$ cat config.mk
export PLATFORM = sky130hd
export DESIGN_NAME = kamacore_stage_reg
export DESIGN_NICKNAME = d
export VERILOG_FILES = /design/src/rtl/kamacore_stage_reg.sv
export SDC_FILE = /design/constraint.sdc
export NUM_CORES = 1
export LEC_CHECK = 0
export CORE_MARGIN = 3
export CORE_UTILIZATION = 30
export CTS_BUF_LIST = sky130_fd_sc_hd__clkbuf_4 sky130_fd_sc_hd__clkbuf_8 sky130_fd_sc_hd__clkbuf_16
export DETAILED_ROUTE_END_ITERATION = 6
export DONT_BUFFER_PORTS = 1
export PLACE_DENSITY = 0.46
export SYNTH_ARGS = -nofsm -noshare
export SYNTH_HDL_FRONTEND = slang
export SYNTH_SLANG_ARGS = --single-unit
$ cat constraint.sdc
create_clock -name clk -period 4.2 [get_ports clk]
set_clock_uncertainty 0.15 [all_clocks]
set_input_delay 1.05 -clock clk [delete_from_list [all_inputs] [get_ports clk]]
set_output_delay 1.05 -clock clk [all_outputs]
set_load 0.01 [all_outputs]
$ cat src/rtl/kamacore_stage_reg.sv
// kamacore_stage_reg: elastic WIDTH-bit pipeline stage with hold/clear and a saturating flush counter.
// Define KAMACORE_STAGE_SKID_EN to add the skid entry that decouples in_ready from out_ready.
module kamacore_stage_reg #(
    parameter int WIDTH      = 32,
    parameter bit CLEAR_DATA = 1'b0
) (
    input  logic             clk,
    input  logic             rst,
    input  logic             clear,
    input  logic             hold,
    input  logic             in_valid,
    output logic             in_ready,
    input  logic [WIDTH-1:0] in_data,
    output logic             out_valid,
    input  logic             out_ready,
    output logic [WIDTH-1:0] out_data,
    output logic [1:0]       occupancy,
    output logic [15:0]      discard_count
);

    typedef enum logic [1:0] {
        ST_EMPTY = 2'd0,
        ST_ONE   = 2'd1,
        ST_FULL  = 2'd2
    } state_t;

    state_t           state_q, state_d;
    logic [WIDTH-1:0] m_q, m_d;
`ifdef KAMACORE_STAGE_SKID_EN
    logic [WIDTH-1:0] s_q, s_d;
`endif
    logic [15:0]      discard_q, discard_next;
    logic [16:0]      discard_sum;
    logic             gate;
    logic             accept;
    logic             emit;

    // Handshake: a beat transfers on a rising edge only when valid && ready are both high
    // in that cycle; hold, clear and rst pull both in_ready and out_valid low, so no beat moves.
    assign gate      = hold || clear || rst;
    assign out_valid = (state_q != ST_EMPTY) && !gate;
`ifdef KAMACORE_STAGE_SKID_EN
    assign in_ready  = (state_q != ST_FULL) && !gate;
`else
    assign in_ready  = ((state_q == ST_EMPTY) || out_ready) && !gate;
`endif

    assign accept        = in_valid && in_ready;
    assign emit          = out_valid && out_ready;
    assign out_data      = m_q;
    assign occupancy     = state_q;
    assign discard_count = discard_q;
    assign discard_sum   = {1'b0, discard_q} + {15'd0, occupancy};

    always_comb begin
        state_d      = state_q;
        m_d          = m_q;
        discard_next = discard_q;
`ifdef KAMACORE_STAGE_SKID_EN
        s_d          = s_q;
`endif
        if (clear) begin
            state_d      = ST_EMPTY;
            discard_next = discard_sum[16] ? 16'hFFFF : discard_sum[15:0];
            if (CLEAR_DATA) begin
                m_d = '0;
`ifdef KAMACORE_STAGE_SKID_EN
                s_d = '0;
`endif
            end
        end else if (!hold) begin
            case (state_q)
                ST_EMPTY: begin
                    if (accept) begin
                        m_d     = in_data;
                        state_d = ST_ONE;
                    end
                end
                ST_ONE: begin
                    if (accept && emit) begin
                        m_d = in_data;
`ifdef KAMACORE_STAGE_SKID_EN
                    end else if (accept) begin
                        s_d     = in_data;
                        state_d = ST_FULL;
`endif
                    end else if (emit) begin
                        state_d = ST_EMPTY;
                    end
                end
`ifdef KAMACORE_STAGE_SKID_EN
                // The younger skid entry moves to the head when the older one leaves.
                ST_FULL: begin
                    if (emit) begin
                        m_d     = s_q;
                        state_d = ST_ONE;
                    end
                end
`endif
                default: state_d = ST_EMPTY;
            endcase
        end
    end

    always_ff @(posedge clk or posedge rst) begin
        if (rst) begin
            state_q   <= ST_EMPTY;
            m_q       <= '0;
            discard_q <= '0;
        end else begin
            state_q   <= state_d;
            m_q       <= m_d;
            discard_q <= discard_next;
        end
    end

`ifdef KAMACORE_STAGE_SKID_EN
    always_ff @(posedge clk or posedge rst) begin
        if (rst) begin
            s_q <= '0;
        end else begin
            s_q <= s_d;
        end
    end
`endif

endmodule

**Word-level counts from Yosys, hierarchy flattened**

Cells that the tools add are included.

- $add $sub $neg: 1
- Equal/unequal tests: 7
- Mux-type cells: 10
- Bitwise gates (word level): 2
- Reductions and logical operators: 14

Operators with widths:

| kind | count |
|---|---|
| 32-bit 2-to-1 mux | 2 |
| 32-bit case mux with 2 select lines | 1 |
| 16-bit by 2-bit adder with 17-bit output | 1 |
| 16-bit 2-to-1 mux | 1 |
| 2-bit 2-to-1 mux | 5 |
| 3-bit != test (second input constant) | 3 |
| 2-bit != test (second input constant) | 3 |
| 1-bit logical AND | 5 |
| 5-bit AND reduction | 1 |
| 2-bit case mux with 2 select lines | 1 |
| 4-bit AND reduction | 1 |
| 2-bit nonzero test | 2 |
| 1-bit logical OR | 3 |
| 2-bit by 1-bit == test with 1-bit output (second input constant) | 1 |
| 2-bit zero test | 1 |
| 1-bit inverter | 2 |
| 1-bit zero test | 1 |

- Register bits after elaboration: 50
- Output and inout bits: 52

**Logic depth before layout (Yosys ltp)**

Gate-level depths: netlist of the first run.

- Depth after elaboration: 10
- Mapped depth: 7

**Worst setup path before layout of the first run**

OpenSTA, ideal clock, no wires.

- Kind: in2out
- From: in clear
- To: out out_valid
- Arrival time: 1.696 ns
- Required time: 3.000 ns
- Setup slack: 1.304 ns
- Cell stages on the path: 2
- Cells stage by stage: buf_4 nor4b_1

- Word-level cells in the longest chain between the ends: 4

RTL lines:

| what | RTL line | RTL |
|---|---|---|
| start, declared | 9 | `input logic clear,` |
| 1-bit logical OR (2 in a row) | 40 | `assign gate = hold \|\| clear \|\| rst;` |
| 1-bit zero test | 41 | `assign out_valid = (state_q != ST_EMPTY) && !gate;` |
| 1-bit logical AND | 41 |  |
| end, declared | 14 | `output logic out_valid,` |

Every way passes these cells.

**Worst setup path after layout of the first run**

- From: in out_ready
- To: out in_ready

- Word-level cells in the longest chain between the ends: 2

RTL lines:

| what | RTL line | RTL |
|---|---|---|
| start, declared | 15 | `input logic out_ready,` |
| 1-bit logical OR | 45 | `assign in_ready = ((state_q == ST_EMPTY) \|\| out_ready) && !gate;` |
| 1-bit logical AND | 45 |  |
| end, declared | 12 | `output logic in_ready,` |

Every way passes these cells.

==> results.md, run 1 <==
* ANT cells at 0
* Status: finished, final reports clean
* Row cnt at 30
* Top Family by Delay on Critical Path: compound AO/OA/AOI/OAI gates
* H-tree Lvls at 2
* Initial antenna violation count at 0
* Max incr delay on CP at 0.54 ns
* Via density at 4.71
* Starting Density at 31.7%
* Fmax at 353 MHz
* Post-route ant nets at 0
* Post-CTS setup buffers at 0
* Multiplexer share of the synthesized area at 25.3%
* DP HPWL at 3.07 mm
* Hold-fix buffers, CTS at 0
* Largest net degree at the start of global routing at 50
* Max cap viols at 0
* Area grow syn2layout at 8.42%
* Post-Synth Adder-Cell Area at 1.13%
* Sw Pwr at 297 uW
* Slew @ Worst Pin at 1.01 ns
* Crit path time final at 2.83 ns
* First-pass GRT wire length at 6.74 mm
* Pleak at 0.00118 uW
* Drt drc at 0
* Crit. End Element: output port
* Synth Warn # at 0
* Met1 wire length at 1.69 mm
* Routed vias at 1197
* CTS resizes at 0
* Power Internal at 849 uW
* Number of synthesized flops with an enable pin at 0
* Hold EP: out_data[7]
* Post-Syn Instances at 156
* I/O pin cnt at 90
* RSZ-0062 raised after global routing: no
* Clk sink count at 49
* Syn Std Cell Area at 2210 sq um
* Final Slew Violations at 0
* Inserted Clock Buffers at 5
* Die area at 8440 sq um
* Period utilization at 67.4%
* Starting DRT DRC Count at 34
* Met2 WL at 2.21 mm
* Clock tree buffer depth at 2
* Syn Area/Cell at 14.2 sq um
* Synth Area in Simple Gates at 9.89%
* Crit path required time at 3.00 ns
* Switching fraction of total power at 25.9%
* TritonCTS clock tree: done
* Total congestion overflow at 0
* R2r startpoint: occupancy[0]
* Worst skew pair latency at 0.30 ns
* Async SR Flop Fraction at 100%
* Root buffer selected by CTS: clkbuf_8
* Count leader, synth: dfrtp_1
* DR top layer: met4
* Core area at 6980 sq um
* Commonest cells post-synth: dfrtp_1, mux2_4, nand2_1
* GRT Total Usage at 9.94%
* Nets at 197
* DRT Pass-1 Iters at 3
* I/O Buffers at 0
* Final setup vio count at 0
* Vias in the first global route at 1307
* Crit path max fanout at 3
* Max VDD drop at 0.175 mV
* Drt wl/cell at 16.8 microns
* Placed insts at 246
* Hold crit path type: flip-flop to flip-flop
* Worst Path Class, Setup: primary input to output port
* Proportion of layout cells with a drive suffix above 1 at 31.6%
* Critical-path top delay cell: a2111oi_4
* FF-to-FF path depth at 6
* Yosys reg bits at 49
* Routed wl met3 at 301 microns
* Clock Power Share at 30.6%
* Synth Area in XOR/XNOR at 2.37%
* Die width at 91.9 microns
* Power per cell area at 477 nW/um^2
* Buf+Inv Stages, Crit Path at 1
* Post-Route WL at 4.26 mm
* Synth unique cells at 31
* Syn_nets at 196
* Chip height at 91.9 microns
* Most used DFF post-synth: dfrtp_1
* Compound-gate portion of the synthesized area at 2.66%
* Setup TNS at 0 ns
* Main combinational cell family by area after synthesis: multiplexers
* Synth area leader: dfrtp_1
* Routability congestion estimate at 0.696
* Number of fill cells at 710
* Hold Path Depth at 1
* CP cell instances: inv_1 > a2111oi_4
* Slew margin rel. at 32.8%
* Comb power frac at 12.2%
* Worst EP arrival at 1.63 ns
* Sequential power share at 57.2%
* R2R setup slack at 1.79 ns
* Final Hold Viols at 0
* Yosys top cell area share at 55.4%
* Non-filler cells, final at 254
* Startpoint Class: primary input
* Hold wc startpoint: out_data[7]
* Register area share after synthesis at 55.4%
* Synth area leaders: dfrtp_1, mux2_4, mux2_2
* RR Endpoint: discard_count[13]
* Clock slew at reported path FFs at 0.08 ns
==> final cells by class <==
cell class | instances | area (sq um) | area share (%)
multi-input combinational | 97 | 918 | 38.3
inverter | 4 | 15.0 | 0.626
sequential | 49 | 1230 | 51.1
tap | 96 | 120 | 5.01
clock buffer | 7 | 90.1 | 3.75
clock inverter | 1 | 30.0 | 1.25
==> sequential cells by signal, summed over array words and instances, names as in the netlist <==
signal and flops:
discard_count 16, occupancy 1, out_data 32
==> power by group through the flow <==
stage / clock network (uW) / registers (uW) / logic (uW)
after floorplan: 0 / 643 / 129
after global placement: 0 / 663 / 134
after global routing: 382 / 666 / 151
final: 350 / 656 / 140
after CTS: 366 / 657 / 142
after detailed placement: 0 / 664 / 143
==> worst max-delay path by stage <==
| stage | from | to | depth (start not counted) |
|---|---|---|---|
| final | out_ready | in_ready | 2 |
| after global routing | out_ready | in_ready | 2 |
| after CTS | out_ready | in_ready | 2 |
| after detailed placement | out_ready | in_ready | 2 |
| after global placement | out_ready | in_ready | 2 |
| after floorplan | clear | out_valid | 2 |
==> metrics by stage <==
step / cell area, sq um / worst slack (ns) / utilization (%) / total power (uW) / hold slack (ns)
after floorplan: 2210 / 1.30 / - / 772 / 0.400
after global placement: 2280 / 1.36 / 32.7 / 797 / 0.422
after detailed placement: 2280 / 1.36 / 32.7 / 807 / 0.418
after CTS: 2400 / 1.36 / 34.4 / 1170 / 0.443
after global routing: 2400 / 1.32 / 34.4 / 1200 / 0.459
final: 2400 / 1.37 / 34.4 / 1150 / 0.439
==> placed cells by master, fill, tap and decap left out, types with 3 or more instances in the layout <==
cell type and count:
dfrtp_1 49, mux2_4 30, nand2_1 15, mux2_2 7, nor2_1 6, clkbuf_8 6
xor2_1 5, nand3_1 4, nand4_1 4, o21ai_0 4, inv_1 3, mux2i_1 3
==> metal layers <==
| layer | GRT usage [%] | up-vias |
|---|---|---|
| li1 | - | 536 |
| met1 | 11.4 | 606 |
| met2 | 16.7 | 51 |
| met3 | 3.61 | 4 |
| met4 | 4.08 | 0 |
| met5 | 0 | - |
==> kinds of logic (layout without fill, tap and decap cells) <==
family,Yosys count,after routing
adder cells (fa/ha/maj),2,2
AO/OA/AOI/OAI,7,7
other,1,1
buffers and inverters,10,12
XOR/XNOR,6,6
AND/OR/NAND/NOR,41,41
multiplexers,40,40
flip-flops,49,49
Power figures use the tool's default switching activity.
==> inputs of run 2 (changes only) <==
==> constraint.sdc (replaced) <==
create_clock -name clk -period 2.9 [get_ports clk]
set_clock_uncertainty 0.15 [all_clocks]
set_input_delay 0.725 -clock clk [delete_from_list [all_inputs] [get_ports clk]]
set_output_delay 0.725 -clock clk [all_outputs]
set_load 0.01 [all_outputs]
==> run 2 against run 1 <==
  * Worst hold slack worse by 0.096 ns
  * Core utilization down 0.072 points
  * Total power is 43% higher
  * Critical path type is now flip-flop to flip-flop
  * Highest routed layer unchanged
  * Flip-flop and latch count did not move
==> results.md, run 2 (synthesis results as in run 1) <==
* Status: finished, final reports clean
* R2R setup slack at 0.55 ns
* Hold-fix buffers, CTS at 0
* Drt wl/cell at 16.5 microns
* Worst Path Class, Setup: flip-flop to flip-flop
* GRT Total Usage at 9.72%
* Inserted Clock Buffers at 5
* Commonest non-fill, non-tap cells in the layout: dfrtp_1, mux2_4, nand2_1
* Final setup vio count at 0
* Top Family by Delay on Critical Path: simple AND/OR/NAND/NOR gates
* Switching fraction of total power at 26.3%
* Most frequent CP cell: ha_1
* Routed vias at 1213
* Worst EP arrival at 2.41 ns
* Starting Density at 31.7%
* Starting DRT DRC Count at 15
* Clock tree buffer depth at 2
* Die area at 8440 sq um
* Most common cell after layout, fill and taps aside: dfrtp_1
* Buf+Inv Stages, Crit Path at 0
* I/O Buffers at 0
* Power Internal at 1210 uW
* Crit path max fanout at 11
* Power per cell area at 684 nW/um^2
* Max VDD drop at 0.254 mV
* TritonCTS clock tree: done
* Root buffer selected by CTS: clkbuf_8
* Fmax at 426 MHz
* Vias in the first global route at 1299
* DRT Pass-1 Iters at 6
* H-tree Lvls at 2
* Max reg flops at 32
* Clock slew at reported path FFs at 0.09 ns
* Number of fill cells at 711
* Core area at 6980 sq um
* I/O pin cnt at 90
* Post-Route WL at 4.20 mm
* DP HPWL at 2.98 mm
* Pleak at 0.00118 uW
* Clock Power Share at 29.8%
* Via density at 4.78
* Nets at 197
* Worst skew pair latency at 0.29 ns
* Comb power frac at 12.3%
* Crit path time final at 2.35 ns
* Slew margin rel. at 33.3%
* CTS resizes at 0
* Max incr delay on CP at 0.51 ns
* Startpoint Class: flip-flop
* Final Slew Violations at 0
* Routability congestion estimate at 0.684
* Final Hold Viols at 0
* Sw Pwr at 431 uW
* ANT cells at 0
* Slew @ Worst Pin at 0.999 ns
* Row cnt at 30
* Hold crit path type: primary input to flip-flop
* Total congestion overflow at 0
* Post-CTS setup buffers at 0
* Largest net degree at the start of global routing at 50
* Chip height at 91.9 microns
* Period utilization at 80.9%
* Clk sink count at 49
* First-pass GRT wire length at 6.71 mm
* Proportion of layout cells with a drive suffix above 1 at 31.6%
* Final total power at 1640 uW
* Initial antenna violation count at 0
* Crit. End Element: flip-flop
* Die width at 91.9 microns
* Area grow syn2layout at 8.20%
* Max cap viols at 0
* Drt drc at 0
* Sequential power share at 57.8%
* Crit path required time at 2.96 ns
* Critical-path top delay cell: dfrtp_1
* Setup TNS at 0 ns
* Post-route ant nets at 0
* RSZ-0062 raised after global routing: no
* CP cell instances: ha_1 > ha_1 > and3_1 > nand3_1 > or2_1 > a31oi_1
-- run 2: changes by cell type in the layout (fill, tap and decap cells not counted) --
cell and delta:
clkbuf_8 -1, clkinv_4 +1
-- run 2: layout make-up --
type                            count  area (sq um)  share of cell area [%]
Sequential cell                    49          1230                    51.2
Clock inverter                      2          38.8                    1.62
Multi-Input combinational cell     97           918                    38.3
Inverter                            4          15.0                   0.627
Tap cell                           96           120                    5.02
Clock buffer                        6          76.3                    3.19
-- run 2: per-layer routing --
layer | track usage (%) | up-vias | part of all wire [%]
met2 | 16.3 | 52 | 52
met5 | 0 | - | 0
li1 | - | 540 | -
met3 | 3.20 | 2 | 8.0
met1 | 11.5 | 619 | 39
met4 | 3.71 | 0 | 0.90
-- run 2: stage by stage --
step	instances	setup slack [ns]	util (%)	instance area [sq um]	hold slack [ns]
3_5_place_dp	246	0.403	32.7	2280	0.420
6_report	254	0.554	34.3	2390	0.343
5_1_grt	254	0.352	34.3	2390	0.321
2_1_floorplan	156	0.654	-	2210	0.400
4_1_cts	254	0.518	34.3	2390	0.328
3_3_place_gp	246	0.471	32.7	2280	0.423
-- run 2: path summary, 6_finish.rpt --
path / from / endpoint / cells past startpoint
max in group asynchronous: rst / out_data[15] / 1
min in group asynchronous: rst / discard_count[2] / 1
min: clear / occupancy[0] / 1
max: occupancy[0] / discard_count[13] / 6
min reg2reg: out_data[28] / out_data[28] / 1
max reg2reg: occupancy[0] / discard_count[13] / 6
-- run 2: power by group through the flow --
stage	Sequential (uW)	Combinational, uW	Clock [uW]
2_1_floorplan	932	187	0
3_3_place_gp	962	191	0
3_5_place_dp	963	204	0
5_1_grt	964	221	543
4_1_cts	951	207	516
6_report	947	202	488
==> inputs of run 3 (changes only) <==
==> constraint.sdc (replaced) <==
create_clock -name clk -period 2.3 [get_ports clk]
set_clock_uncertainty 0.15 [all_clocks]
set_input_delay 0.575 -clock clk [delete_from_list [all_inputs] [get_ports clk]]
set_output_delay 0.575 -clock clk [all_outputs]
set_load 0.01 [all_outputs]
==> run 3 against run 2 <==
  * Total power is 27% higher
  * Cell area is 2.5% higher
  * Non-clock buffer count is 6 higher
  * Critical endpoint is now in_ready
  * Wire length is 3.1% higher
==> results.md, run 3 (synthesis results as in run 1) <==
* Core area at 6980 sq um
* Final Hold Viols at 0
* Post-CTS setup buffers at 0
* Drt drc at 0
* Buf+Inv Stages, Crit Path at 2
* CP startpoint: occupancy[0]
* Total congestion overflow at 0
* Die area at 8440 sq um
* Post-route ant nets at 0
* Max VDD drop at 0.329 mV
* Initial antenna violation count at 0
* Inserted Clock Buffers at 5
* Most frequent CP cell: buf_4
* Switching fraction of total power at 25.4%
* Worst skew pair latency at 0.29 ns
* Chip height at 91.9 microns
* Routability congestion estimate at 0.751
* CP cell instances: buf_4 > a2111oi_4 > buf_4
* Worst EP arrival at 1.43 ns
* Crit path required time at 1.57 ns
* I/O Buffers at 0
* Hold Path Depth at 1
* DP HPWL at 3.20 mm
* Clk sink count at 49
* ANT cells at 0
* Vias in the first global route at 1313
* Die width at 91.9 microns
* Crit path max fanout at 4
* Hold Slack at 0.189 ns
* RSZ-0062 raised after global routing: no
* Nets at 203
* Drt wl/cell at 16.6 microns
* Routed vias at 1229
* First-pass GRT wire length at 6.91 mm
* TritonCTS clock tree: done
* Clock slew at reported path FFs at 0.08 ns
* H-tree Lvls at 2
* Row cnt at 30
* Top Family by Delay on Critical Path: flip-flops
* Hold wc startpoint: clear
* Area grow syn2layout at 10.9%
* Comb power frac at 12.5%
* Commonest non-fill, non-tap cells in the layout: dfrtp_1, mux2_4, nand2_1
* Worst Path Class, Setup: flip-flop to output port
* Max reg flops at 32
* Number of cells on the critical path at 3
* Final Slew Violations at 0
* Critical-path top delay cell: dfrtp_1
* Crit. End Element: output port
* R2r startpoint: discard_count[0]
* I/O pin cnt at 90
* Slew margin rel. at 60.2%
* DRT Pass-1 Iters at 2
* Fmax at 465 MHz
* Starting Density at 31.7%
* Proportion of layout cells with a drive suffix above 1 at 34.8%
* Starting DRT DRC Count at 36
* Hold crit path type: primary input to flip-flop
* Status: finished, final reports clean
* Crit path time final at 2.15 ns
* Clock Power Share at 30.2%
* Most common cell after layout, fill and taps aside: dfrtp_1
* Slew @ Worst Pin at 0.597 ns
* Setup TNS at 0 ns
* Final setup vio count at 0
* Largest net degree at the start of global routing at 33
* Power Internal at 1560 uW
* Root buffer selected by CTS: clkbuf_8
* Post-Route WL at 4.33 mm
* Max incr delay on CP at 0.39 ns
* Clock tree buffer depth at 2
* Sw Pwr at 531 uW
* Via density at 4.73
* Power per cell area at 850 nW/um^2
* Post-route core utilization at 35.2%
* Pleak at 0.00121 uW
* Startpoint Class: flip-flop
* Sequential power share at 57.2%
* Max cap viols at 0
* Period utilization at 93.5%
* FF-to-FF path depth at 6
* GRT Total Usage at 10.1%
==> run 3: changes by cell type in the layout (fill, tap and decap cells not counted), sizes merged <==
cell / before / now
dlygate4sd3: 0 / 1
clkbuf: 6 / 7
clkinv: 1 / 0
buf: 0 / 5
==> run 3: final cells by class <==
class	count	area, sq um
fillers	718	4530
inverters	4	15.0
clock buffers	7	90.1
flip-flops and latches	49	1230
repair buffers	6	47.5
multi-input cells	97	926
clock inverters	1	30.0
well taps	96	120
==> run 3: what timing repair did <==
| item | CTS | global route |
|---|---|---|
| hold buffers | 1 | 0 |
| resized for setup | 0 | 2 |
| endpoints found under the hold margin | 14 | 0 |
| endpoints found under the setup margin | 0 | 3 |
==> run 3: metrics by stage <==
| step | std cells | power, uW | worst slack, ns | area (sq um) |
|---|---|---|---|---|
| 2_1_floorplan | 156 | 1410 | 0.236 | 2210 |
| 3_3_place_gp | 251 | 1460 | 0.175 | 2320 |
| 3_5_place_dp | 251 | 1480 | 0.135 | 2320 |
| 4_1_cts | 260 | 2130 | 0.108 | 2450 |
| 5_1_grt | 260 | 2190 | 0.0312 | 2450 |
| 6_report | 260 | 2090 | 0.150 | 2450 |
==> run 3: path summary, 6_finish.rpt <==
| kind | end | slack, ns |
|---|---|---|
| worst min-delay path | occupancy[0] | 0.19 |
| max in group asynchronous | discard_count[12] | 0.91 |
| worst max-delay path | in_ready | 0.15 |
| worst min register to register | out_data[10] | 0.44 |
| min in group asynchronous | out_data[21] | 0.54 |
| worst max register to register | discard_count[14] | 0.21 |
==> run 3: power by group through the flow <==
| stage | combinational [uW] | sequential, uW | clock, uW |
|---|---|---|---|
| after floorplan | 236 | 1170 | 0 |
| after global routing | 284 | 1210 | 690 |
| after detailed placement | 264 | 1210 | 0 |
| after CTS | 268 | 1200 | 665 |
| after global placement | 247 | 1210 | 0 |
| final | 262 | 1190 | 630 |
==> run 3: worst reg2reg max path: stages (launching register included) <==
cell	delay, ns
dfrtp_1	0.43
ha_1	0.23
ha_1	0.18
and3_1	0.21
nand3_2	0.17
nor3_1	0.25
mux2_2	0.35
==> run 3: metal layers <==
layer,GRT usage (%),routed length (microns)
met3,3.20,315
met2,16.8,2230
met1,11.8,1720
met4,4.70,63
met5,0,0
